$ cat src/rtl/baggage_pkg.sv
// Shared types and sizing for the sequenced baggage-drop controller.
package baggage_pkg;

  localparam int SENSOR_W  = 8;
  localparam int TIME_W    = 16;
  localparam int FRAC_BITS = 8;
  localparam int ROOT_ITER = 12;

  typedef enum logic [2:0] {
    IDLE,
    SAMPLE,
    ROOT,
    CMP,
    DONE
  } state_e;

  // Mean of four unsigned sensors: 10-bit sum, truncated divide by four.
  function automatic logic [SENSOR_W-1:0] avg4(
    input logic [SENSOR_W-1:0] a,
    input logic [SENSOR_W-1:0] b,
    input logic [SENSOR_W-1:0] c,
    input logic [SENSOR_W-1:0] d
  );
    logic [SENSOR_W+1:0] sum;
    sum  = (SENSOR_W+2)'(a) + (SENSOR_W+2)'(b) + (SENSOR_W+2)'(c) + (SENSOR_W+2)'(d);
    avg4 = SENSOR_W'(sum >> 2);
  endfunction

endpackage

$ cat src/rtl/sqrt_iter.sv
// Restoring bit-serial square root: one root bit per step, MSB first, exact floor.
module sqrt_iter #(
  parameter int ITER = baggage_pkg::ROOT_ITER
) (
  input  logic              clk,
  input  logic              rst,
  input  logic              load_i,
  input  logic              step_i,
  input  logic [2*ITER-1:0] radicand_i,
  output logic [ITER-1:0]   root_o,
  output logic              finished_o
);

  localparam int CW = $clog2(ITER + 1);

  logic [2*ITER-1:0] rad_q,  rad_d;
  logic [ITER+1:0]   rem_q,  rem_d;
  logic [ITER-1:0]   root_q, root_d;
  logic [CW-1:0]     cnt_q,  cnt_d;
  logic [ITER+3:0]   rem_t;
  logic [ITER+3:0]   trial;

  assign rem_t = {rem_q, rad_q[2*ITER-1 -: 2]};
  assign trial = (ITER+4)'({root_q, 2'b01});

  always_comb begin
    rad_d  = rad_q;
    rem_d  = rem_q;
    root_d = root_q;
    cnt_d  = cnt_q;
    if (load_i) begin
      rad_d  = radicand_i;
      rem_d  = '0;
      root_d = '0;
      cnt_d  = '0;
    end else if (step_i) begin
      rad_d = rad_q << 2;
      cnt_d = cnt_q + CW'(1);
      if (rem_t >= trial) begin
        rem_d  = (ITER+2)'(rem_t - trial);
        root_d = {root_q[ITER-2:0], 1'b1};
      end else begin
        rem_d  = (ITER+2)'(rem_t);
        root_d = {root_q[ITER-2:0], 1'b0};
      end
    end
  end

  always_ff @(posedge clk or posedge rst) begin
    if (rst) begin
      rad_q  <= '0;
      rem_q  <= '0;
      root_q <= '0;
      cnt_q  <= '0;
    end else begin
      rad_q  <= rad_d;
      rem_q  <= rem_d;
      root_q <= root_d;
      cnt_q  <= cnt_d;
    end
  end

  // Flags the step that produces the final bit, so the caller can leave ROOT on that edge.
  assign finished_o = step_i && (cnt_q == CW'(ITER - 1));
  assign root_o     = root_q;

endmodule

$ cat src/rtl/baggage_drop_ctrl.sv
// Sequenced baggage-drop controller: average sensors, serial sqrt fall time, limit compare.
module baggage_drop_ctrl #(
  parameter int FRAC_BITS = baggage_pkg::FRAC_BITS,
  parameter int ROOT_ITER = baggage_pkg::ROOT_ITER
) (
  input  logic        clk,
  input  logic        rst,
  input  logic        start,
  input  logic [7:0]  sensor1,
  input  logic [7:0]  sensor2,
  input  logic [7:0]  sensor3,
  input  logic [7:0]  sensor4,
  input  logic [15:0] t_lim,
  input  logic        drop_en,
  output logic        busy,
  output logic        done,
  output logic [7:0]  height,
  output logic [15:0] t_act,
  output logic        drop_activated
);

  import baggage_pkg::*;

  localparam int RAD_W = SENSOR_W + 2*FRAC_BITS;

  state_e state_q, state_d;

  logic [3:0][SENSOR_W-1:0] sens_q;
  logic [TIME_W-1:0]        t_lim_q;
  logic                     drop_en_q;
  logic [SENSOR_W-1:0]      height_w_q;
  logic [SENSOR_W-1:0]      height_avg;
  logic [RAD_W-1:0]         radicand;
  logic [ROOT_ITER-1:0]     root;
  logic                     root_fin;
  logic                     sq_load, sq_step;
  logic [TIME_W-1:0]        t_w;
  logic                     drop_w;
  logic                     accept;

  logic [SENSOR_W-1:0]      height_q;
  logic [TIME_W-1:0]        t_act_q;
  logic                     drop_q;

  assign accept     = (state_q == IDLE) && start;
  assign height_avg = avg4(sens_q[0], sens_q[1], sens_q[2], sens_q[3]);
  assign radicand   = {height_avg, (2*FRAC_BITS)'(0)};
  assign t_w        = TIME_W'(root) >> 1;
  assign drop_w     = drop_en_q && (t_w <= t_lim_q);

  sqrt_iter #(.ITER(ROOT_ITER)) u_sqrt (
    .clk        (clk),
    .rst        (rst),
    .load_i     (sq_load),
    .step_i     (sq_step),
    .radicand_i (radicand),
    .root_o     (root),
    .finished_o (root_fin)
  );

  always_ff @(posedge clk or posedge rst) begin
    if (rst) state_q <= IDLE;
    else     state_q <= state_d;
  end

  always_comb begin
    state_d = state_q;
    unique case (state_q)
      IDLE:    if (start) state_d = SAMPLE;
      SAMPLE:  state_d = ROOT;
      ROOT:    if (root_fin) state_d = CMP;
      CMP:     state_d = DONE;
      DONE:    state_d = IDLE;
      default: state_d = IDLE;
    endcase
  end

  always_comb begin
    busy    = (state_q != IDLE);
    done    = (state_q == DONE);
    sq_load = (state_q == SAMPLE);
    sq_step = (state_q == ROOT);
  end

  // Results are committed on the edge into DONE so they are visible alongside the done pulse.
  always_ff @(posedge clk or posedge rst) begin
    if (rst) begin
      sens_q     <= '0;
      t_lim_q    <= '0;
      drop_en_q  <= 1'b0;
      height_w_q <= '0;
      height_q   <= '0;
      t_act_q    <= '0;
      drop_q     <= 1'b0;
    end else begin
      if (accept) begin
        sens_q    <= {sensor4, sensor3, sensor2, sensor1};
        t_lim_q   <= t_lim;
        drop_en_q <= drop_en;
      end
      if (state_q == SAMPLE) height_w_q <= height_avg;
      if (state_q == CMP) begin
        height_q <= height_w_q;
        t_act_q  <= t_w;
        drop_q   <= drop_w;
      end
    end
  end

  assign height         = height_q;
  assign t_act          = t_act_q;
  assign drop_activated = drop_q;

endmodule

$ cat config.mk
export PLATFORM = sky130hd
export DESIGN_NAME = baggage_drop_ctrl
export DESIGN_NICKNAME = d
export VERILOG_FILES = /design/src/rtl/baggage_pkg.sv /design/src/rtl/sqrt_iter.sv /design/src/rtl/baggage_drop_ctrl.sv
export SDC_FILE = /design/constraint.sdc
export NUM_CORES = 1
export LEC_CHECK = 0
export CAP_MARGIN = 10
export CORE_UTILIZATION = 30
export DETAILED_ROUTE_END_ITERATION = 8
export PLACE_DENSITY_LB_ADDON = 0.08
export SKIP_CTS_REPAIR_TIMING = 1
export SLEW_MARGIN = 20
export SYNTH_ARGS = -nofsm -noshare
export SYNTH_HDL_FRONTEND = slang
export SYNTH_SLANG_ARGS = --single-unit
export TNS_END_PERCENT = 10
$ cat constraint.sdc
create_clock -name clk -period 9.95 [get_ports clk]
set_clock_uncertainty 0.15 [all_clocks]
set_input_delay 1.99 -clock clk [delete_from_list [all_inputs] [get_ports clk]]
set_output_delay 1.99 -clock clk [all_outputs]
set_load 0.02 [all_outputs]
==> impl_summary.md, run 1 <==
Floorplan
The die width is 147 um. In this run the core area contains 52 standard-cell rows. The total core area is 20400 um^2. The initial cell density of the core is 0.309. The floorplan step set the die height to 147 um. The total die area is 21600 um^2. The top-level I/O count is 79.

Yosys
Counting flops with an async set or reset pin after synthesis yields a share of 1.00. For this run, the register share of the synthesized area comes to 0.467. The number of enable flip-flop cells after synthesis is 0. Sorting the synthesized cells by area gives the leading types as sky130_fd_sc_hd__dfrtp_1, sky130_fd_sc_hd__nand2_1, sky130_fd_sc_hd__ha_1, sky130_fd_sc_hd__o21ai_0, sky130_fd_sc_hd__fa_1.

The proportion of netlist area held by the largest area contributor is 0.467. The average size of a mapped cell is 9.57 um^2. The number of synthesized register bits is 118. The library cell with the largest summed area after synthesis is sky130_fd_sc_hd__dfrtp_1. For this run, the number of Yosys warnings is 0. The mapped netlist covers 6320 um^2.

After technology mapping, the gate count stands at 660. The most used flip-flop cell after synthesis is sky130_fd_sc_hd__dfrtp_1. The number of distinct library cell variants in the gate-level netlist after synthesis is 57.

Routing
In the routed design, unresolved DRC markers number 0. In the routed layout, each cell is associated on average with a via count of 4.73. The number of vias after detailed routing is 4776. For this block, the initial DRC count from the detailed router was 256. The wire length after detailed routing is 15.3 mm.

The first-pass detailed-route iteration total is 6. The final antenna-violating net count is 0. The routed wirelength normalized by instance count is 15.1 um.

Final layout
Leaving out fill and tap cells, the most frequent cell in the layout is sky130_fd_sc_hd__dfrtp_1. Of the cells placed in the final design, the portion with a size suffix greater than 1 is 0.0853. The number of diodes is 0. For this run, the post-layout net count is 827.

The combined area of the multi-input logic cells is 2940 um^2. After routing the design area is 7900 um^2. From synthesis to final layout, the design area changed by 25.0%. Summing all flip-flop and latch instances after layout gives 2950 um^2. The core utilization of the finished layout is 0.387. In the layout the commonest cells are sky130_fd_sc_hd__dfrtp_1, sky130_fd_sc_hd__nand2_1, sky130_fd_sc_hd__clkdlybuf4s50_1. The filler cell count in the final layout is 2089.

Min path
The number of stages on the worst hold path is 2. The path class of the tightest hold or removal check is reg2reg.

Clock network
The clock insertion delay at the later pin of the skew report is 410 ps. CTS built an H-tree with a depth of 4. Counting every sink on the clock net gives 118. In this run, CTS created clock tree buffers numbering 17. TritonCTS built the clock tree. The clock passes through at most 2 buffers. The clock edge transition at the registers on the reported setup and hold paths is 60 ps. The buffer type at the clock tree root is sky130_fd_sc_hd__clkbuf_16.

Setup path
For the worst setup path, the data arrival time is 1850 ps. The worst-path maximum fanout is 9. The worst setup path is of the reg2out kind. Counting both buffers and inverters, the worst setup path holds a total of 1. The worst setup path is launched from a flop. The number of cells on the worst reg-to-reg path is 11.

The largest stage delay on the critical path is 560 ps. The critical path runs through a total of 2 cells. The largest delay contributor family on the critical path is buffers and inverters. The slowest stage of the critical path is the sky130_fd_sc_hd__clkdlybuf4s50_1 cell. Traced cell by cell, the critical path runs through or3_1 -> clkdlybuf4s50_1. The capturing element type of the critical path is an output pin. For the worst setup path, the data required time is 7810 ps.

STA
The count of endpoints failing setup in the final report is 0. For this run, the top clock speed supported by timing is 251 MHz. The count of pins over their slew limit was 0. The shortest clock period the worst path allows after layout is 3990 ps. Setup repair after global routing left no endpoint under its margin. The relative max-transition margin is 0.274.

Final hold analysis gives a worst-case slack of 327 ps. The final hold violation count is 0. Setup total negative slack on the finished layout was measured at 0 ps. For the pin with the worst max-slew slack, the measured transition is 1080 ps. The share of the clock period used by the worst path after layout is 0.401.

Global routing
Entering global routing, the biggest net connects 87 pins. The global routing usage summed across all routing layers is 0.154. The number of antenna violations at the first check in global routing is 0.

The first global-routing pass estimated 26.1 mm of wire. The final global-route overflow total is 0. The via count of the first global-routing pass was 5037.

Placement
Summed over all nets, the half-perimeter wirelength after detailed placement is 10.9 mm. At the end of routability-driven placement, the weighted congestion stood at 0.839. The number of input and output port buffers inserted is 73.

The placement-stage cell area is 7290 um^2.

Outcome
The run finished with clean final reports.

Job
Max-cap violations in this run came to 0.
==> cell families (layout without fill, tap and decap cells) <==
family,after synthesis,after routing,share of synthesized area
AO/OA/AOI/OAI,161,161,0.163
multiplexers,14,14,0.0246
buffers and inverters,111,186,0.0709
XOR/XNOR,12,12,0.0166
other,1,5,0.000594
flip-flops,118,118,0.467
adder cells (fa/ha/maj),49,49,0.116
AND/OR/NAND/NOR,194,194,0.141
==> cells in the mapped netlist (5+ instances only) <==
master	number
sky130_fd_sc_hd__nand3_1	7
sky130_fd_sc_hd__buf_2	10
sky130_fd_sc_hd__nor2_1	13
sky130_fd_sc_hd__o21ai_0	67
sky130_fd_sc_hd__a211oi_1	5
sky130_fd_sc_hd__fa_1	16
sky130_fd_sc_hd__o31ai_1	5
sky130_fd_sc_hd__inv_1	73
sky130_fd_sc_hd__a21o_1	7
sky130_fd_sc_hd__buf_4	5
sky130_fd_sc_hd__clkbuf_1	20
sky130_fd_sc_hd__nand3b_1	5
sky130_fd_sc_hd__and3_1	11
sky130_fd_sc_hd__mux2_2	12
sky130_fd_sc_hd__nand2_1	115
sky130_fd_sc_hd__a21oi_1	21
sky130_fd_sc_hd__nor2b_1	5
sky130_fd_sc_hd__dfrtp_1	118
sky130_fd_sc_hd__xnor2_1	5
sky130_fd_sc_hd__ha_1	33
sky130_fd_sc_hd__o21ai_1	7
sky130_fd_sc_hd__xor2_1	7
sky130_fd_sc_hd__o211ai_1	8
sky130_fd_sc_hd__o22ai_1	11
sky130_fd_sc_hd__nand4_1	12
sky130_fd_sc_hd__nor3_1	9
==> flip-flops by register name, indices dropped and copies added (netlist names) <==
signal,cells
sens_q,32
t_lim_q,16
u_sqrt.rem_q,14
u_sqrt.root_o,12
t_act,11
height,8
height_w_q,8
u_sqrt.rad_q,8
u_sqrt.cnt_q,4
state_q,3
drop_activated,1
drop_en_q,1
==> stage by stage <==
stage	worst slack [ps]	cells
after detailed placement	5850	977
after global routing	5880	1009
after global placement	5850	977
after CTS	5920	1009
final	5960	1009
after floorplan	4680	664
==> routing by layer <==
layer,share of wire,vias to the layer above,GRT usage,routed length [um]
met5,0,-,0,0
met4,0.010,0,0.0407,157
met3,0.036,9,0.0354,554
met2,0.50,89,0.267,7630
met1,0.45,2311,0.192,6940
li1,-,2367,-,-
==> worst min-delay path: stages (launching register included) <==
cell	delay, ps
sky130_fd_sc_hd__dfrtp_1	340
sky130_fd_sc_hd__nand2_1	40
sky130_fd_sc_hd__o21ai_0	60
==> final timing paths <==
| check | slack (ps) | end | start |
|---|---|---|---|
| worst max-delay path | 5960 | busy | state_q[1] |
| worst min-delay path | 330 | t_act[10] | t_act[10] |
| worst max register to register | 6630 | height_w_q[6] | sens_q[2] |
| worst min register to register | 330 | t_act[10] | t_act[10] |
| max in group asynchronous | 6480 | u_sqrt.rad_q[21] | rst |
| min in group asynchronous | 1920 | sens_q[1] | rst |
==> area by class of cell <==
type,count,share of cell area
multi-input cells,435,0.372
repair buffers,79,0.0982
clock inverters,9,0.0155
inverters,75,0.0360
flip-flops and latches,118,0.374
well taps,270,0.0428
clock buffers,23,0.0618
Power of run 1 is left out: the tool's default activity adds up to more than one toggle a clock period on the data nets, which glitch-free logic cannot reach.
==> run 2, diff against run 1 <==
Clock period 9.95 ns to 3.9 ns, I/O delays scaled along.
==> impl_summary.md, run 2 (synthesis gave the netlist of run 1 again) <==
Floorplan
Pin placement for this block handled 79 I/O pins. After floorplanning, the core was sized to cover 20400 um^2. The total die area is 21600 um^2. The floorplan has 52 rows. The height of the chip is 147 um. For this configuration, the core starts out at a cell density of 0.309.

The die width is 147 um.

Clock network
The number of buffers between clock root and the deepest sink is 2. The level count of the clock H-tree is 4. The clock insertion delay at the later pin of the skew report is 410 ps.

Clock-pin slew was measured on the worst setup and hold paths at 50 ps. TritonCTS built the clock tree. The number of clock buffers inserted by TritonCTS is 17. The buffer type at the clock tree root is sky130_fd_sc_hd__clkbuf_16. CTS saw 118 sinks.

Setup path
In this run the worst path has a maximum fanout of 3. Data on the critical path arrives at its endpoint at 3380 ps. The startpoint-to-endpoint class of the critical path is reg2reg.

The minimum setup slack among reg-to-reg paths is 690 ps. The capturing element type of the critical path is a flop. The worst setup path is launched from a flop.

The data required time of the critical path is 4070 ps.

Min path
The worst min-delay path class is reg2reg.

Global routing
The via count of the first global-routing pass came to 5135. The final global-route overflow total is 0. The number of antenna violations at the first check in global routing was 0. The global routing usage summed across all routing layers is 0.159. The global-route wire length before repair is 26.7 mm. Entering global routing, the biggest net connects 45 pins.

STA
The shortest clock period the worst path allows after layout is 3210 ps. The worst pin sits at a relative slew slack of 0.319. Setup violations remaining at the end of the flow were counted as 0. Setup repair after global routing left no endpoint under its margin. The aggregate negative setup slack is 0 ps.

The count of pins over their slew limit was 0. The slew at the pin with the worst max-slew slack is 1020 ps. The final hold violation count is 0.

The maximum clock frequency is 312 MHz. In the finished design, the share of the clock period the worst path needs comes to 0.822.

Final layout
The number of diodes is 0. The library cells used most frequently in the layout, excluding fill and tap cells, are sky130_fd_sc_hd__dfrtp_1, sky130_fd_sc_hd__nand2_1, sky130_fd_sc_hd__clkdlybuf4s50_1. The net count of the finished layout is 832. The flip-flop count of the largest register, all copies and words added is 32.

After filler insertion, the fill cell instance count of the layout stands at 2035. Compared with the post-synthesis result, the final layout area differs by 26.0%. Leaving out fill and tap cells, the most frequent cell in the layout is sky130_fd_sc_hd__dfrtp_1. The largest registers in the layout are sens_q: 32 flops, t_lim_q: 16 flops, u_sqrt.rem_q: 14 flops.

Of the cells placed in the final design, the portion with a size suffix greater than 1 is 0.0874. The register name with the most flops is sens_q.

Routing
The first TritonRoute pass finished after 4 iterations. In this run, the number of DRC markers left after iteration 0 of detailed routing was 272. The number of vias after detailed routing is 4812.

The final antenna-violating net count is 0. The routed wirelength normalized by instance count is 15.5 um. The DRC violations left is 0. Using the TritonRoute via totals, the vias-per-cell ratio works out to 4.75. The wire length after detailed routing is 15.7 mm.

Placement
Summed over all nets, the half-perimeter wirelength after detailed placement is 11.4 mm. At the end of routability-driven placement, the weighted congestion stood at 0.815. The number of input and output port buffers inserted is 73.

Job
The number of violations of the max-capacitance limit is 0.

Outcome
The run finished with clean final reports.
run 2: final timing paths:
path	from	endpoint	cells past startpoint
worst max-delay path	sens_q[1]	height_w_q[7]	12
worst min-delay path	t_act[1]	t_act[1]	2
worst max register to register	sens_q[1]	height_w_q[7]	12
worst min register to register	t_act[1]	t_act[1]	2
max in group asynchronous	rst	height[6]	3
min in group asynchronous	rst	t_lim_q[8]	2
run 2: final cells by class:
class                   instances  area (um^2)  area share
clock inverters                 9          149      0.0187
clock buffers                  23          458      0.0575
multi-input cells             435         2940       0.369
well taps                     270          338      0.0424
repair buffers                 84          838       0.105
flip-flops and latches        118         2950       0.371
inverters                      75          285      0.0358
run 2: metal layers:
metal  up-vias  share of wire  GRT usage
met2        83           0.48      0.260
met3         8          0.035     0.0335
met1      2335           0.48      0.211
li1       2386              -          -
met4         0         0.0085     0.0479
met5         -              0          0
run 2: worst max-delay path: stages, from the launching register on:
cell	delay [ps]
sky130_fd_sc_hd__dfrtp_1	330
sky130_fd_sc_hd__inv_1	60
sky130_fd_sc_hd__fa_1	540
sky130_fd_sc_hd__inv_1	60
sky130_fd_sc_hd__fa_1	510
sky130_fd_sc_hd__nand3b_1	100
sky130_fd_sc_hd__fa_1	410
sky130_fd_sc_hd__nor2b_1	130
sky130_fd_sc_hd__o21ai_0	120
sky130_fd_sc_hd__a21oi_1	190
sky130_fd_sc_hd__o21a_1	170
sky130_fd_sc_hd__o21ai_0	130
sky130_fd_sc_hd__a211oi_1	220
run 2: per-stage QoR:
step,cells,hold slack (ps),setup slack [ps],area [um^2],utilization
after floorplan,664,289,957,6340,-
after global placement,982,315,780,7350,0.360
after detailed placement,982,312,720,7350,0.360
after CTS,1014,334,678,7960,0.390
after global routing,1014,353,336,7960,0.390
final,1014,324,693,7960,0.390
Power of run 2 is left out for the same reason.
==> run 3, diff against run 2 <==
Clock period 3.9 ns to 2.7 ns, I/O delays scaled along.
==> impl_summary.md, run 3 (synthesis gave the netlist of run 1 again) <==
Setup path
The startpoint-to-endpoint class of the critical path is reg2reg. The data required time of the critical path is 2840 ps. Measured in cells, the most critical reg-to-reg path has a length of 11. The worst setup path is captured at a flop. The minimum setup slack among reg-to-reg paths is -340 ps. STA puts the critical path data arrival time at 3180 ps.

The cell that appears most often on the critical path is sky130_fd_sc_hd__fa_1. Traced cell by cell, the critical path runs through inv_2 -> fa_1 -> fa_1 -> inv_1 -> ha_1 -> and4b_1 -> o211ai_1 -> nand3_1 -> a21oi_2 -> xor2_1 -> o21ai_1. The endpoint identified for the worst register-to-register timing path is height_w_q[4]. The startpoint identified for the worst register-to-register timing path is sens_q[18]. The worst-path maximum fanout is 3. On the critical path, the stage with the largest delay is an instance of sky130_fd_sc_hd__fa_1. The worst setup path is launched from a flop.

The largest stage delay on the critical path is 510 ps.

Final layout
The register name with the most flops is sens_q. The sequential cell area in the final layout is 2950 um^2. The top cell types in the final layout, fill and taps aside, are sky130_fd_sc_hd__dfrtp_1, sky130_fd_sc_hd__nand2_1, sky130_fd_sc_hd__clkdlybuf4s50_1.

The area added between synthesis and finish is 29.6%. The number of antenna diodes in the final layout is 0. The library cell used most frequently in the layout, excluding fill and tap cells, is sky130_fd_sc_hd__dfrtp_1. The core utilization of the finished layout is 0.401. The largest registers in the layout are sens_q: 32 flops, t_lim_q: 16 flops, u_sqrt.rem_q: 14 flops. The count of nets after finishing is 857. The combined area of the multi-input logic cells is 2970 um^2. The register with the most flip-flops in the layout has 32 of them. Of the cells placed in the final design, the portion with a size suffix greater than 1 is 0.135. Fill cells in the final layout number 2047.

Global routing
For this run the aggregate overflow at the end of global routing stands at 0. The via count of the first global-routing pass came to 5232. The first global-routing pass estimated 26.8 mm of wire. The number of antenna violations at the first check in global routing was 0. The global routing usage summed across all routing layers is 0.159. Entering global routing, the biggest net connects 73 pins.

Clock network
Buffers inserted during clock tree synthesis total 17. Clock-pin slew was measured on the worst setup and hold paths at 50 ps. The tree is rooted in a sky130_fd_sc_hd__clkbuf_16.

TritonCTS built the clock tree. Clock tree synthesis found a total of 118 sinks. The number of buffers between clock root and the deepest sink is 2. The clock insertion delay at the later pin of the skew report is 420 ps. In this run the number of H-tree levels came out at 4.

Routing
The ratio of routed vias to standard cells is 4.71. The number of DRC violations after detailed-routing iteration 0 is 215. The routed design has 15.8 mm of wire. In the routed design, unresolved DRC markers number 0. The routed wirelength normalized by instance count is 15.3 um. Summing over every cut layer, the via total after detailed routing is 4891.

The first-pass detailed-route iteration total is 4. The final antenna-violating net count is 0.

STA
The slew at the pin with the worst max-slew slack is 591 ps. The share of the clock period used by the worst path after layout is 1.13. The maximum clock frequency is 329 MHz.

The count of pins over their slew limit came to 0. The final hold violation count is 0. Setup repair after global routing could not meet its margin everywhere. Measured against its own limit, the worst slew margin works out to 0.605. The post-route worst setup slack is -342 ps.

The shortest clock period the worst path allows after layout is 3040 ps. The count of endpoints failing setup in the final report is 12.

Floorplan
The die width is 147 um. The height of the chip is 147 um. The total core area is 20400 um^2. The initial cell density of the core is 0.309. Pin placement for this block handled 79 I/O pins.

The number of cell rows is 52. The total die area is 21600 um^2.

Outcome
The run finished, with violations left. The final reports fail on negative setup slack.

Placement
The number of input and output port buffers inserted is 73. Detailed placement finished with a half-perimeter wire length of 11.5 mm. Routability-driven placement finished with a final weighted congestion of 0.820.

Job
Across the run, the number of max-cap violations was 0.

Min path
In this run the worst hold path is classified as in2async.
==> run 3: changes by cell type in the layout (fill, tap and decap cells not counted), sizes merged <==
cell,delta
buf,+25
clkinv,+2
clkbuf,-2
inv,-1
==> run 3: per-stage QoR <==
step | TNS (ps) | cell area (um^2) | setup WS [ps] | cells | hold WS (ps)
2_1_floorplan | -1760 | 6340 | -243 | 664 | 289
5_1_grt | -4780 | 8190 | -551 | 1038 | 269
3_3_place_gp | -3360 | 7540 | -393 | 1006 | 316
3_5_place_dp | -3780 | 7540 | -438 | 1006 | 311
4_1_cts | -4180 | 8140 | -456 | 1037 | 262
6_report | -2690 | 8190 | -342 | 1038 | 276
==> run 3: worst max-delay path, delay by kind of cell, from the launching register on <==
| family | cells | cell delay (ps) |
|---|---|---|
| adder cells (fa/ha/maj) | 3 | 1210 |
| XOR/XNOR | 1 | 210 |
| flip-flops | 1 | 370 |
| AND/OR/NAND/NOR | 2 | 330 |
| AO/OA/AOI/OAI | 3 | 520 |
| buffers and inverters | 2 | 120 |
==> run 3: area by class of cell <==
cell class                      instances  share of cell area
Tap cell                              270              0.0413
Timing Repair Buffer                  109               0.127
Clock buffer                           21              0.0550
Sequential cell                       118               0.361
Inverter                               75              0.0348
Clock inverter                         10              0.0188
Multi-Input combinational cell        435               0.363
==> run 3: layer usage <==
layer,part of all wire,global-route usage,wire length [um],up-vias
met2,0.48,0.266,7620,81
met3,0.038,0.0373,608,12
met4,0.012,0.0541,193,0
met1,0.47,0.202,7410,2363
met5,0,0,0,-
li1,-,-,-,2435
==> run 3: worst max-delay path by stage <==
stage / from / endpoint / cells past startpoint
after CTS: sens_q[10] / height_w_q[4] / 11
after detailed placement: sens_q[1] / height_w_q[7] / 12
after global routing: sens_q[2] / height_w_q[4] / 11
after floorplan: sens_q[1] / height_w_q[7] / 12
final: sens_q[18] / height_w_q[4] / 11
after global placement: sens_q[1] / height_w_q[7] / 12
Power of run 3 is left out for the same reason.
